### src/rtl/tree_port_arbiter_pkg.sv
// -----------------------------------------------------------------------------
// tree_noc_pkg
// Shared definitions for the tree-NoC router output-port arbiter:
//   - default packet width and requester/counter sizing
//   - requester port indices (parent, child1, child2)
//   - arbiter FSM state encoding
// -----------------------------------------------------------------------------
package tree_noc_pkg;

    localparam int DEF_WIDTH_PACKET = 14;
    localparam int DEF_NUM_REQ      = 3;
    localparam int DEF_CNT_W        = 8;

    localparam logic [1:0] PORT_PARENT = 2'd0;
    localparam logic [1:0] PORT_CHILD1 = 2'd1;
    localparam logic [1:0] PORT_CHILD2 = 2'd2;

    typedef enum logic {
        IDLE = 1'b0,
        FULL = 1'b1
    } arb_state_e;

endpackage : tree_noc_pkg

### src/rtl/tree_port_arbiter_if.sv
// -----------------------------------------------------------------------------
// tree_port_arbiter_if
// Bundles the request side (in_valid/in_data/in_ready), the output link
// (out_valid/out_data/out_ready/out_src) and the grant statistics of one
// router output port.
//   slave  : the arbiter (consumes requests, drives the output link)
//   master : the environment (drives requests, consumes the output link)
// -----------------------------------------------------------------------------
interface tree_port_arbiter_if
    import tree_noc_pkg::*;
#(
    parameter int WIDTH_packet = DEF_WIDTH_PACKET,
    parameter int NUM_REQ      = DEF_NUM_REQ,
    parameter int CNT_W        = DEF_CNT_W
);

    logic [NUM_REQ-1:0]                   in_valid;
    logic [NUM_REQ-1:0][WIDTH_packet-1:0] in_data;
    logic [NUM_REQ-1:0]                   in_ready;
    logic                                 out_valid;
    logic [WIDTH_packet-1:0]              out_data;
    logic                                 out_ready;
    logic [1:0]                           out_src;
    logic [NUM_REQ-1:0][CNT_W-1:0]        grant_cnt;

    modport slave (
        input  in_valid, in_data, out_ready,
        output in_ready, out_valid, out_data, out_src, grant_cnt
    );

    modport master (
        output in_valid, in_data, out_ready,
        input  in_ready, out_valid, out_data, out_src, grant_cnt
    );

endinterface : tree_port_arbiter_if

### src/rtl/tree_port_arbiter_rr_select.sv
// -----------------------------------------------------------------------------
// rr_select
// Purely combinational rotate-priority encoder. Scans the requests starting
// just after the last granted index, wrapping around, and reports the first
// active one.
//   req     : request vector, one bit per requester
//   last    : index granted most recently
//   gnt_idx : selected requester index (0 when none)
//   any     : at least one request is active
// -----------------------------------------------------------------------------
module rr_select #(
    parameter int NUM_REQ = 3
) (
    input  logic [NUM_REQ-1:0] req,
    input  logic [1:0]         last,
    output logic [1:0]         gnt_idx,
    output logic               any
);

    logic [1:0] w_idx;

    // Walk offsets from farthest to nearest so the nearest active request
    // after 'last' is the one left standing.
    always_comb begin
        gnt_idx = 2'd0;
        w_idx   = 2'd0;
        any     = |req;
        for (int k = NUM_REQ; k >= 1; k--) begin
            w_idx   = 2'((int'(last) + k) % NUM_REQ);
            gnt_idx = req[w_idx] ? w_idx : gnt_idx;
        end
    end

endmodule : rr_select

### src/rtl/tree_port_arbiter.sv
// -----------------------------------------------------------------------------
// tree_port_arbiter
// Round-robin arbiter plus one-entry output register for one output link of a
// tree-NoC router node. Parent (0), child1 (1) and child2 (2) compete; one
// packet is accepted per handshake and held until downstream takes it.
// Back-to-back transfers run at one packet per cycle.
//   clk   : single clock, rising edge
//   rst_n : asynchronous active-low reset
//   bus   : tree_port_arbiter_if.slave
//           in_valid/in_data in, in_ready out (one-hot or zero)
//           out_valid/out_data/out_src out, out_ready in
//           grant_cnt out, wrapping per-requester grant counters
// -----------------------------------------------------------------------------
module tree_port_arbiter
    import tree_noc_pkg::*;
#(
    parameter int WIDTH_packet = DEF_WIDTH_PACKET,
    parameter int NUM_REQ      = DEF_NUM_REQ,
    parameter int CNT_W        = DEF_CNT_W
) (
    input  logic                 clk,
    input  logic                 rst_n,
    tree_port_arbiter_if.slave   bus
);

    arb_state_e                    r_state;
    arb_state_e                    w_next_state;
    logic [WIDTH_packet-1:0]       r_out_data;
    logic [1:0]                    r_out_src;
    logic [1:0]                    r_last;
    logic [NUM_REQ-1:0][CNT_W-1:0] r_grant_cnt;

    logic [1:0]                    w_sel;
    logic                          w_any;
    logic                          w_load_en;
    logic                          w_load;
    logic [NUM_REQ-1:0]            w_in_ready;

    rr_select #(
        .NUM_REQ (NUM_REQ)
    ) u_rr_select (
        .req     (bus.in_valid),
        .last    (r_last),
        .gnt_idx (w_sel),
        .any     (w_any)
    );

    // Load decision and in_ready. rst_n gating keeps in_ready low while the
    // block is held in reset even though the register reads as empty.
    always_comb begin
        w_load_en = (r_state == IDLE) || bus.out_ready;
        w_load    = rst_n && w_load_en && w_any;
        for (int i = 0; i < NUM_REQ; i++) begin
            w_in_ready[i] = w_load && (w_sel == 2'(i));
        end
    end

    // Next-state logic: FULL stays FULL when a new packet reloads during the
    // output handshake, so there is no bubble between packets.
    always_comb begin
        w_next_state = r_state;
        case (r_state)
            IDLE: begin
                if (w_load) begin
                    w_next_state = FULL;
                end else begin
                    w_next_state = IDLE;
                end
            end
            FULL: begin
                if (bus.out_ready) begin
                    w_next_state = w_any ? FULL : IDLE;
                end else begin
                    w_next_state = FULL;
                end
            end
            default: begin
                w_next_state = IDLE;
            end
        endcase
    end

    // State register.
    always_ff @(posedge clk or negedge rst_n) begin
        if (!rst_n) begin
            r_state <= IDLE;
        end else begin
            r_state <= w_next_state;
        end
    end

    // Output register and round-robin pointer; last starts at child2 so the
    // parent wins the first arbitration after reset.
    always_ff @(posedge clk or negedge rst_n) begin
        if (!rst_n) begin
            r_out_data <= '0;
            r_out_src  <= PORT_PARENT;
            r_last     <= PORT_CHILD2;
        end else if (w_load) begin
            r_out_data <= bus.in_data[w_sel];
            r_out_src  <= w_sel;
            r_last     <= w_sel;
        end else begin
            r_out_data <= r_out_data;
            r_out_src  <= r_out_src;
            r_last     <= r_last;
        end
    end

    // Per-requester grant counters, free-running with natural wrap.
    always_ff @(posedge clk or negedge rst_n) begin
        if (!rst_n) begin
            r_grant_cnt <= '0;
        end else begin
            for (int i = 0; i < NUM_REQ; i++) begin
                if (w_load && (w_sel == 2'(i))) begin
                    r_grant_cnt[i] <= r_grant_cnt[i] + CNT_W'(1);
                end else begin
                    r_grant_cnt[i] <= r_grant_cnt[i];
                end
            end
        end
    end

    assign bus.in_ready  = w_in_ready;
    assign bus.out_valid = (r_state == FULL);
    assign bus.out_data  = r_out_data;
    assign bus.out_src   = r_out_src;
    assign bus.grant_cnt = r_grant_cnt;

endmodule : tree_port_arbiter

### src/flat_wrapper.sv
// flat-port wrapper written by rule: the top's interface ports become plain ports
module tree_port_arbiter_flat import tree_noc_pkg::*;
#(
    parameter int WIDTH_packet = DEF_WIDTH_PACKET,
    parameter int NUM_REQ      = DEF_NUM_REQ,
    parameter int CNT_W        = DEF_CNT_W
)
  (clk, rst_n, bus_in_valid, bus_in_data, bus_out_ready, bus_in_ready, bus_out_valid, bus_out_data, bus_out_src, bus_grant_cnt);
  tree_port_arbiter_if #(.WIDTH_packet(WIDTH_packet), .NUM_REQ(NUM_REQ), .CNT_W(CNT_W)) bus_i ();
  input  logic clk;
  input  logic rst_n;
  input wire logic [$bits(bus_i.in_valid)-1:0] bus_in_valid;
  input wire logic [$bits(bus_i.in_data)-1:0] bus_in_data;
  input wire logic [$bits(bus_i.out_ready)-1:0] bus_out_ready;
  output wire logic [$bits(bus_i.in_ready)-1:0] bus_in_ready;
  output wire logic [$bits(bus_i.out_valid)-1:0] bus_out_valid;
  output wire logic [$bits(bus_i.out_data)-1:0] bus_out_data;
  output wire logic [$bits(bus_i.out_src)-1:0] bus_out_src;
  output wire logic [$bits(bus_i.grant_cnt)-1:0] bus_grant_cnt;
  assign bus_i.in_valid = bus_in_valid;
  assign bus_i.in_data = bus_in_data;
  assign bus_i.out_ready = bus_out_ready;
  assign bus_in_ready = bus_i.in_ready;
  assign bus_out_valid = bus_i.out_valid;
  assign bus_out_data = bus_i.out_data;
  assign bus_out_src = bus_i.out_src;
  assign bus_grant_cnt = bus_i.grant_cnt;
  tree_port_arbiter #(.WIDTH_packet(WIDTH_packet), .NUM_REQ(NUM_REQ), .CNT_W(CNT_W)) u_core (.clk(clk), .rst_n(rst_n), .bus(bus_i));
endmodule
### config.mk
export PLATFORM = sky130hd
export DESIGN_NAME = tree_port_arbiter_flat
export DESIGN_NICKNAME = d
export VERILOG_FILES = /design/src/rtl/tree_port_arbiter_pkg.sv /design/src/rtl/tree_port_arbiter_if.sv /design/src/rtl/tree_port_arbiter_rr_select.sv /design/src/rtl/tree_port_arbiter.sv /design/src/flat_wrapper.sv
export SDC_FILE = /design/constraint.sdc
export NUM_CORES = 1
export LEC_CHECK = 0
export ABC_CLOCK_PERIOD_IN_PS = 3500
export CAP_MARGIN = 10
export CELL_PAD_IN_SITES_DETAIL_PLACEMENT = 1
export CELL_PAD_IN_SITES_GLOBAL_PLACEMENT = 1
export CORE_MARGIN = 1.5
export CORE_UTILIZATION = 32
export CTS_CLUSTER_SIZE = 10
export DETAILED_ROUTE_END_ITERATION = 16
export PLACE_DENSITY = 0.82
export SYNTH_ARGS = -nofsm -noshare
export SYNTH_HDL_FRONTEND = slang
export SYNTH_HIERARCHICAL = 1
export SYNTH_SLANG_ARGS = --single-unit
### constraint.sdc
create_clock -name clk -period 3.5 [get_ports clk]
set_input_delay 0.7 -clock clk [delete_from_list [all_inputs] [get_ports clk]]
set_output_delay 0.7 -clock clk [all_outputs]
set_load 0.005 [all_outputs]
# ---- After elaboration in Yosys (flattened, before gate mapping)
# Cells that the tools add are included.
dict set report word_totals {
  register_bits 43
  inputBits 48
  out_inout_bits 44
  elab_cells 46
}
dict set report classes {
  addsub 6
  div_mod_pow 3
  n_lt_le_gt_ge 4
  eq_ne 2
  muxes 15
  n_bitwise 1
  n_reduce_logical 8
}
# cell count
set op_table {}
lappend op_table {{$mod 32x3->32 const B} 3}
lappend op_table {{$bmux 14 s2} 1}
lappend op_table {{$add 8x1->8 const B} 3}
lappend op_table {{$mux 14} 1}
lappend op_table {{$lt 2x3->1 const B} 4}
lappend op_table {{$add 2x2->3 const B} 2}
lappend op_table {{$bmux 1 s2} 3}
lappend op_table {{$mux 1} 6}
lappend op_table {{$mux 2} 3}
lappend op_table {{$logic_and 1x1->1} 5}
lappend op_table {{$add 2x1->3 const B} 1}
lappend op_table {{$reduce_or 3->1} 1}
lappend op_table {{$eq 2x1->1 const B} 1}
lappend op_table {{$eq 2x2->1 const B} 1}
lappend op_table {{$logic_not 2->1} 1}
lappend op_table {{$pmux 1 s2} 1}
lappend op_table {{$logic_or 1x1->1} 1}
lappend op_table {{$not 1->1} 1}

# ---- Logic depth before layout (Yosys ltp)
# Gate-level depths: netlist of run 1.
dict set report depth {
  ltp_word 9
  ltp_mapped 11
  ltp_nobuf 9
}

# ---- Modules after synthesis
# The synthesis of run 1 kept the hierarchy.
# module instances cells_each area_each_um2 seq_area_each_um2
set by_module_without_submodules {}
lappend by_module_without_submodules {tree_port_arbiter 1 199 2060.7 1052.3}
lappend by_module_without_submodules {rr_select 1 20 150.1 0.0}

# ---- Worst setup path before layout of run 1
# No wires, ideal clock.
dict set report synth_path {
  path_type {flip-flop to output port}
  from {reg u_core.r_last[1]}
  to {out bus_in_ready[1]}
  t_arrival_ns 2.013
  required_time_ns 2.800
  setup_slack_ns 0.787
  stages_incl_launch_ff 8
  path_buffers 0
  cell_sequence {dfstp_2 -> inv_1 -> ha_1 -> and2b_1 -> o21ai_1 -> a221oi_1 -> nand2b_1 -> nor3_2}
}
dict set report synth_between {
  elab_chain_cells 9
  word_cells_on_any_way 17
  cone_classes {add/sub: 3; div: 3; eq/ne: 1; mux: 9; reduce/logical: 1}
}
# element line_no
set synth_lines {}
lappend synth_lines {{start: declaration} tree_port_arbiter.sv:30} ;# logic [1:0] r_last;
lappend synth_lines {{start signal: assignment} tree_port_arbiter.sv:102} ;# r_last <= w_sel;
lappend synth_lines {{start signal: assignment} tree_port_arbiter.sv:106} ;# r_last <= r_last;
lappend synth_lines {{$add 2x2->3} tree_port_arbiter_rr_select.sv:29} ;# w_idx = 2'((int'(last) + k) % NUM_REQ);
lappend synth_lines {{$mod 32x3->32} tree_port_arbiter_rr_select.sv:29}
lappend synth_lines {{$bmux 1 s2} tree_port_arbiter_rr_select.sv:30} ;# gnt_idx = req[w_idx] ? w_idx : gnt_idx;
lappend synth_lines {{$mux 1 (not written as such)} tree_port_arbiter_rr_select.sv:30}
lappend synth_lines {{$mux 2 (2 in series)} tree_port_arbiter_rr_select.sv:30}
lappend synth_lines {{$mux 2 (*)} tree_port_arbiter_rr_select.sv:30}
lappend synth_lines {{net u_core.w_sel[0]} tree_port_arbiter.sv:33} ;# logic [1:0] w_sel;
lappend synth_lines {{$eq 2x1->1 (*)} tree_port_arbiter.sv:54} ;# w_in_ready[i] = w_load && (w_sel == 2'(i));
lappend synth_lines {{$logic_and 1x1->1 (*)} tree_port_arbiter.sv:54}
lappend synth_lines {{end: declaration} flat_wrapper.sv:15} ;# output wire logic [$bits(bus_i.in_ready)-1:0] bus_in_ready;
# The timed path passes the listed nets; every way through them passes the cells marked *. The select of a mux whose other input is x is not followed.

# ---- Worst setup path after layout of run 1
dict set report layout_path {
  from {in bus_in_valid[2]}
  to {out bus_in_ready[2]}
}
dict set report layout_between {
  elab_chain_cells 7
  word_cells_on_any_way 13
  cone_classes {eq/ne: 1; mux: 9; reduce/logical: 3}
}
# element line_no
set layout_lines {}
lappend layout_lines {{start: declaration} flat_wrapper.sv:12} ;# input wire logic [$bits(bus_i.in_valid)-1:0] bus_in_valid;
lappend layout_lines {{$bmux 1 s2} tree_port_arbiter_rr_select.sv:30}
lappend layout_lines {{$mux 1 (not written as such)} tree_port_arbiter_rr_select.sv:30}
lappend layout_lines {{$mux 2 (2 in series)} tree_port_arbiter_rr_select.sv:30}
lappend layout_lines {{$mux 2 (*)} tree_port_arbiter_rr_select.sv:30}
lappend layout_lines {{net u_core.w_sel[1]} tree_port_arbiter.sv:33}
lappend layout_lines {{$eq 2x2->1 (*)} tree_port_arbiter.sv:54}
lappend layout_lines {{$logic_and 1x1->1 (*)} tree_port_arbiter.sv:54}
# Marked as above.

==> impl_metrics.toml, run 1 <==
[outcome]
outcome = "complete, no violations"

[worst_setup_path]
worstPathCellList = "clkdlybuf4s50_1 -> a21boi_2 -> o21ai_2 -> o311ai_4 -> nor4b_4 -> clkdlybuf4s50_1"
endpoint = "bus_in_ready[2]"
required_ns = 2.80
slowest_stage = "clkdlybuf4s50_1"
r2r-start = "u_core/r_last[1]"
rrSetupSlack_ns = 0.34
cp-end-kind = "primary output"
cp_common_cell = "clkdlybuf4s50_1"
critPathLaunch = "bus_in_valid[2]"
slowest_delay_ns = 0.55
reg2reg_depth = 9
reg2reg_to = "u_core/bus.out_data[10]"
startpoint_type = "input pin"
worstPathMaxFanout = 4
worstPathArrival_ns = 2.63
path_class = "in -> out"

[floorplan]
die_h_um = 86.1
start_util_pct = 32.9
fp.coreArea_um2 = 6720
row_count = 30
die_area_um2 = 7420
ioPinCount = 92
die_w_um = 86.1

[finish]
area_growth_pct = 54.6
multiInputGateArea_um2 = 1140
drive_above_1_share_pct = 12.2
diodes = 0
fillerInstances = 760
layout.nets = 373
register_area_um2 = 1050

[cts]
cts_buffers = 5
hold_buffers = 0
clkTransAtPathRegs_ns = 0.08
clockBufferDepth = 2
ctsHtreeMaxLevel = 2
clock_latency_ns = 0.29
clock-sinks = 42
cts_tree = "built"
cts_root_buffer = "clkbuf_8"

[worst_hold_path]
hold_class = "reg -> reg"
min_from = "u_core/bus.grant_cnt[7]"

[route]
antenna_left = 0
drc_errors = 0
wl_per_cell_um = 15.1
dr.pass1.iters = 4
finalWirelength_um = 6040
first_iter_violations = 56
vias = 1959
via_per_inst = 4.90

[synthesis]
synth_edf_count = 0
yosysTopAreaCell = "dfrtp_1"
ys_warn_count = 6
synth_top_area_share_pct = 46.4
avgSynthCellArea_um2 = 10.1
ys_seq_area_share_pct = 47.6
netlist_area_um2 = 2210
syn_inst = 219
synth_area_leaders = "dfrtp_1 46%, a21oi_1 6.3%, mux2i_1 6.3%"
yosysUniqueCellTypes = 38
synthesis.nets = 273
synth_top_flop_cell = "dfrtp_1"
async_reset_ff_share_pct = 100
synth-seq-cells = 42

[pwr]
peakVddDrop_mv = 0.227
p_sw_share_pct = 36.5
total_power_mw = 2.41
powerDensity_nw_per_um2 = 706
leakage_nw = 1.44
seqPwrFrac_pct = 32.9
internal-power_mw = 1.53
power_frac_clock_pct = 15.8
combPwrFrac_pct = 51.2
power_switching_mw = 0.880

[sta]
fin_tns_setup_ns = 0
fmax_mhz = 301
period_share_pct = 95.0
final-setup-viol-count = 0
maxSlewHeadroom_pct = 27.5
clock_skew_ns = 0.00540
hold_viol_final = 0
tightest_slew_ns = 1.09
drv_slew = 0
rsz0062_at_grt = "false"
finalCriticalPeriod_ns = 3.33

[global_route]
track_usage_pct = 17.4
grt_overflow_total = 0
antenna_found_initial = 0
grt_pass1_vias = 2072
grt_start_max_net_pins = 43
grt_pass1_wl_um = 10100

[placement]
dp_hpwl_um = 4540
routabilityCongestion = 0.775
port-buffer-count = 91

[job]
cap_violations = 0
## state kept, by name, summed over array words and instances, names as in the netlist
| name | flops |
|---|---|
| u_core/bus.out_data | 14 |
| u_core/bus.out_src | 2 |
| u_core/r_last | 1 |
| u_core/bus.out_valid | 1 |
| u_core/bus.grant_cnt | 24 |
## stage by stage
step	worst slack (ns)	instances	hold WS (ns)	util (%)	instance area [µm²]
global route	0.0530	400	0.480	50.9	3420
CTS	0.0169	400	0.474	50.7	3410
global placement	-0.0280	391	0.456	48.8	3280
finish	0.174	400	0.470	50.9	3420
detailed placement	-0.0491	391	0.459	48.8	3280
floorplan	0.787	219	0.404	-	2210
## routing by layer
layer	vias to the layer above	track usage (%)	part of all wire, %
li1	957	-	-
met1	936	22.4	45
met2	64	29.6	48
met3	2	4.14	6.5
met4	0	3.96	0.36
met5	-	0	0
## repair_timing
item / CTS / global route
gates resized for setup: 4 / 4
setup buffers: 1 / 0
cloned: 0 / 0
hold endpoints to repair: 0 / 0
setup endpoints to repair: 3 / 3
## cells in the final DEF (no fill, tap or decap), drive strengths merged, types with 2 or more instances in the layout
master,synthesis,final
a21oi,28,28
nand4,7,7
ha,6,6
dlymetal6s2s,0,2
mux2,3,3
mux2i,14,14
nor3,2,2
and4,2,2
nor2,31,31
clkdlybuf4s50,0,88
and2b,2,2
nor4,4,4
inv,4,4
nor2b,3,3
nand2b,2,2
o21ai,4,4
nand2,17,17
nand3b,2,2
xor2,8,8
nand3,6,6
dfrtp,41,41
clkbuf,4,6
buf,6,13
xnor2,13,13
## layout make-up
type / count / share of cell area, %
Clock buffer: 6 / 2.12
Clock inverter: 2 / 1.10
Inverter: 4 / 0.439
Multi-Input combinational cell: 163 / 33.3
Sequential cell: 42 / 30.8
Tap cell: 80 / 2.93
Timing Repair Buffer: 103 / 29.3
## Yosys cell counts (all sizes together), types with 3 or more instances
| library cell | count |
|---|---|
| xnor2 | 13 |
| a21oi | 28 |
| mux2 | 3 |
| nor2b | 3 |
| dfrtp | 41 |
| nand4 | 7 |
| nand2 | 17 |
| o21ai | 4 |
| nand3 | 6 |
| nor2 | 31 |
| mux2i | 14 |
| ha | 6 |
| xor2 | 8 |
| buf | 6 |
| inv | 4 |
| nor4 | 4 |
| clkbuf | 4 |
## cell families after synthesis
| family | count (synthesis) | synth area share [%] |
|---|---|---|
| DFF | 42 | 47.6 |
| AOI/OAI and AO/OA | 37 | 9.28 |
| muxes | 17 | 7.87 |
| buffers and inverters | 14 | 3.22 |
| xor gates and xnor gates | 21 | 8.32 |
| and+or+nand+nor | 82 | 20.3 |
| adders and majority gates | 6 | 3.40 |
## how the worst min path moves through the flow
stage | endpoint | depth (start not counted)
6_report | u_core/bus.grant_cnt[7] | 1
4_1_cts | u_core/bus.grant_cnt[7] | 1
3_5_place_dp | u_core/bus.grant_cnt[7] | 1
3_3_place_gp | u_core/bus.grant_cnt[7] | 1
5_1_grt | u_core/bus.grant_cnt[7] | 1
2_1_floorplan | u_core/bus.grant_cnt[0] | 0
## power by group through the flow
stage / Combinational [mW] / Sequential (mW) / Clock [mW]
6_report: 1.24 / 0.795 / 0.382
5_1_grt: 1.37 / 0.825 / 0.416
4_1_cts: 1.25 / 0.797 / 0.400
3_5_place_dp: 1.23 / 0.806 / 0
3_3_place_gp: 1.19 / 0.797 / 0
2_1_floorplan: 0.622 / 0.789 / 0
## worst max-delay path: cells and delay by family
family                 cells  cell delay [ns]
buffers and inverters      2             1.07
AO/OA/AOI/OAI              3             0.56
AND/OR/NAND/NOR            1             0.29
No activity file was read; power rests on OpenSTA's default activity.
==> run 2: changes to the inputs <==
- CORE_UTILIZATION: 32 -> 33
- PLACE_DENSITY: 0.82 -> 0.79
- SKIP_CTS_REPAIR_TIMING: default -> 1
- SYNTH_HIERARCHICAL: 1 -> default
==> impl_metrics.toml, run 2 <==
[outcome]
outcome = "complete, no violations"

[worst_setup_path]
cp-end-kind = "primary output"
worstPathArrival_ns = 2.68
startpoint_type = "input pin"
required_ns = 2.80
worstPathMaxFanout = 8
path_class = "in -> out"

[placement]
port-buffer-count = 91
place_inst = 400
dp_hpwl_um = 5090
place_ws_ns = 0.111
routabilityCongestion = 0.834

[cts]
cts_root_buffer = "clkbuf_8"
cts_tree = "built"
cts_buffers = 5
clockBufferDepth = 2
clock_latency_ns = 0.28
clock-sinks = 42
ctsHtreeMaxLevel = 2
clkTransAtPathRegs_ns = 0.08

[synthesis]
syn_inst = 215
synth_area_leaders = "dfrtp_1 43%, mux2i_1 7.1%, xor2_1 5.1%"
synth_top_flop_cell = "dfrtp_1"
avgSynthCellArea_um2 = 11.1
synthTopCellsByCount = "41 x dfrtp_1, 17 x mux2i_1, 17 x nor2_1"
ys_seq_area_share_pct = 44.1
synth_edf_count = 0
synthesis.nets = 270
synth-seq-cells = 42
synth_top_area_share_pct = 43.0
yosysTopAreaCell = "dfrtp_1"
ys_warn_count = 0
yosysUniqueCellTypes = 50
post-synth-top-count-cell = "dfrtp_1"
async_reset_ff_share_pct = 100
netlist_area_um2 = 2380

[job]
cap_violations = 0

[global_route]
busiest_layer = "met2"
grt_pass1_wl_um = 10700
gr-usage-met3_pct = 3.58
grt_util_met2_pct = 30.4
grt_start_max_net_pins = 31
antenna_found_initial = 0
grtUsageMet1_pct = 22.2
track_usage_pct = 17.6
grt_overflow_total = 0
grt_pass1_vias = 2159

[pwr]
total_power_mw = 2.34
powerDensity_nw_per_um2 = 668
peakVddDrop_mv = 0.352
leakage_nw = 1.46

[sta]
tightest_slew_ns = 0.759
clock_skew_ns = 0.00757
drv_slew = 0
hold_viol_final = 0
fmax_mhz = 296
rsz0062_at_grt = "false"
setup_slack_ns = 0.120
period_share_pct = 96.6
finalCriticalPeriod_ns = 3.38
maxSlewHeadroom_pct = 49.2
fin_tns_setup_ns = 0
final-setup-viol-count = 0

[finish]
area_growth_pct = 46.8
largest_reg_flops = 24
drive_above_1_share_pct = 11.9
layout.nets = 366
layout_common_cells = "90 x clkdlybuf4s50_1, 41 x dfrtp_1, 17 x mux2i_1, 17 x nor2_1"
fin_util_pct = 50.7
mostFrequentLayoutCell = "clkdlybuf4s50_1"
diodes = 0
fillerInstances = 779
finalNonFillerCells = 408

[floorplan]
start_util_pct = 34.5
ioPinCount = 92
die_h_um = 88.0
row_count = 30
die_w_um = 88.0
die_area_um2 = 7740
fp.coreArea_um2 = 6910

[route]
via_per_inst = 4.93
finalWirelength_um = 6510
drc_errors = 0
antenna_left = 0
wl_per_cell_um = 16.0
vias = 2012
first_iter_violations = 21
dr.pass1.iters = 4

[worst_hold_path]
hold_class = "in -> async"
run 2: path summary, 6_finish.rpt:
path	startpoint	endpoint	slack [ns]	cells past startpoint
worst max-delay path	bus_in_valid[1]	bus_in_ready[0]	0.12	6
worst min-delay path	rst_n	u_core.bus.grant_cnt[18]	0.32	1
worst max register to register	u_core.r_last[0]	u_core.bus.grant_cnt[13]	0.93	8
worst min register to register	u_core.bus.grant_cnt[15]	u_core.bus.grant_cnt[15]	0.48	1
max in group asynchronous	rst_n	u_core.bus.out_data[4]	2.46	2
min in group clk	u_core.bus.grant_cnt[15]	u_core.bus.grant_cnt[15]	0.48	1
run 2: kinds of logic after synthesis:
group                      Yosys count  synth area share, %
and+or+nand+nor                     70                 19.7
DFF                                 42                 44.1
AOI/OAI and AO/OA                   40                 12.1
xor gates and xnor gates            21                 7.72
muxes                               21                 9.03
buffers and inverters               14                 3.62
adders and majority gates            7                 3.67
run 2: area by class of cell:
| class | count | area [µm²] | share of cell area (%) |
|---|---|---|---|
| Multi-Input combinational cell | 159 | 1250 | 35.8 |
| Sequential cell | 42 | 1050 | 30.1 |
| Timing Repair Buffer | 100 | 973 | 27.8 |
| Tap cell | 96 | 120 | 3.43 |
| Clock buffer | 7 | 86.3 | 2.47 |
| Inverter | 3 | 11.3 | 0.322 |
| Clock inverter | 1 | 5.00 | 0.143 |
run 2: routing by layer:
layer | wire length (µm) | share of wire (%)
met2 | 3380 | 52
met3 | 273 | 4.2
met5 | 0 | 0
met4 | 101 | 1.6
met1 | 2760 | 42
run 2: worst max-delay path, stage by stage:
cell and delay [ns]:
clkdlybuf4s50_1 0.59, mux2i_1 0.15, o2111a_1 0.26, o32a_4 0.33
nor2_4 0.13, clkdlybuf4s50_1 0.51
run 2: power breakdown:
group          internal (mW)  total (mW)  switching (mW)
Sequential             0.655       0.809           0.153
Clock                  0.159       0.317           0.158
Combinational          0.674        1.21           0.536
run 2: per-stage QoR:
stage | hold slack (ns) | area [µm²]
after floorplan | 0.404 | 2380
after global placement | 0.456 | 3410
after detailed placement | 0.467 | 3410
after CTS | 0.318 | 3500
after global routing | 0.329 | 3500
final | 0.319 | 3500
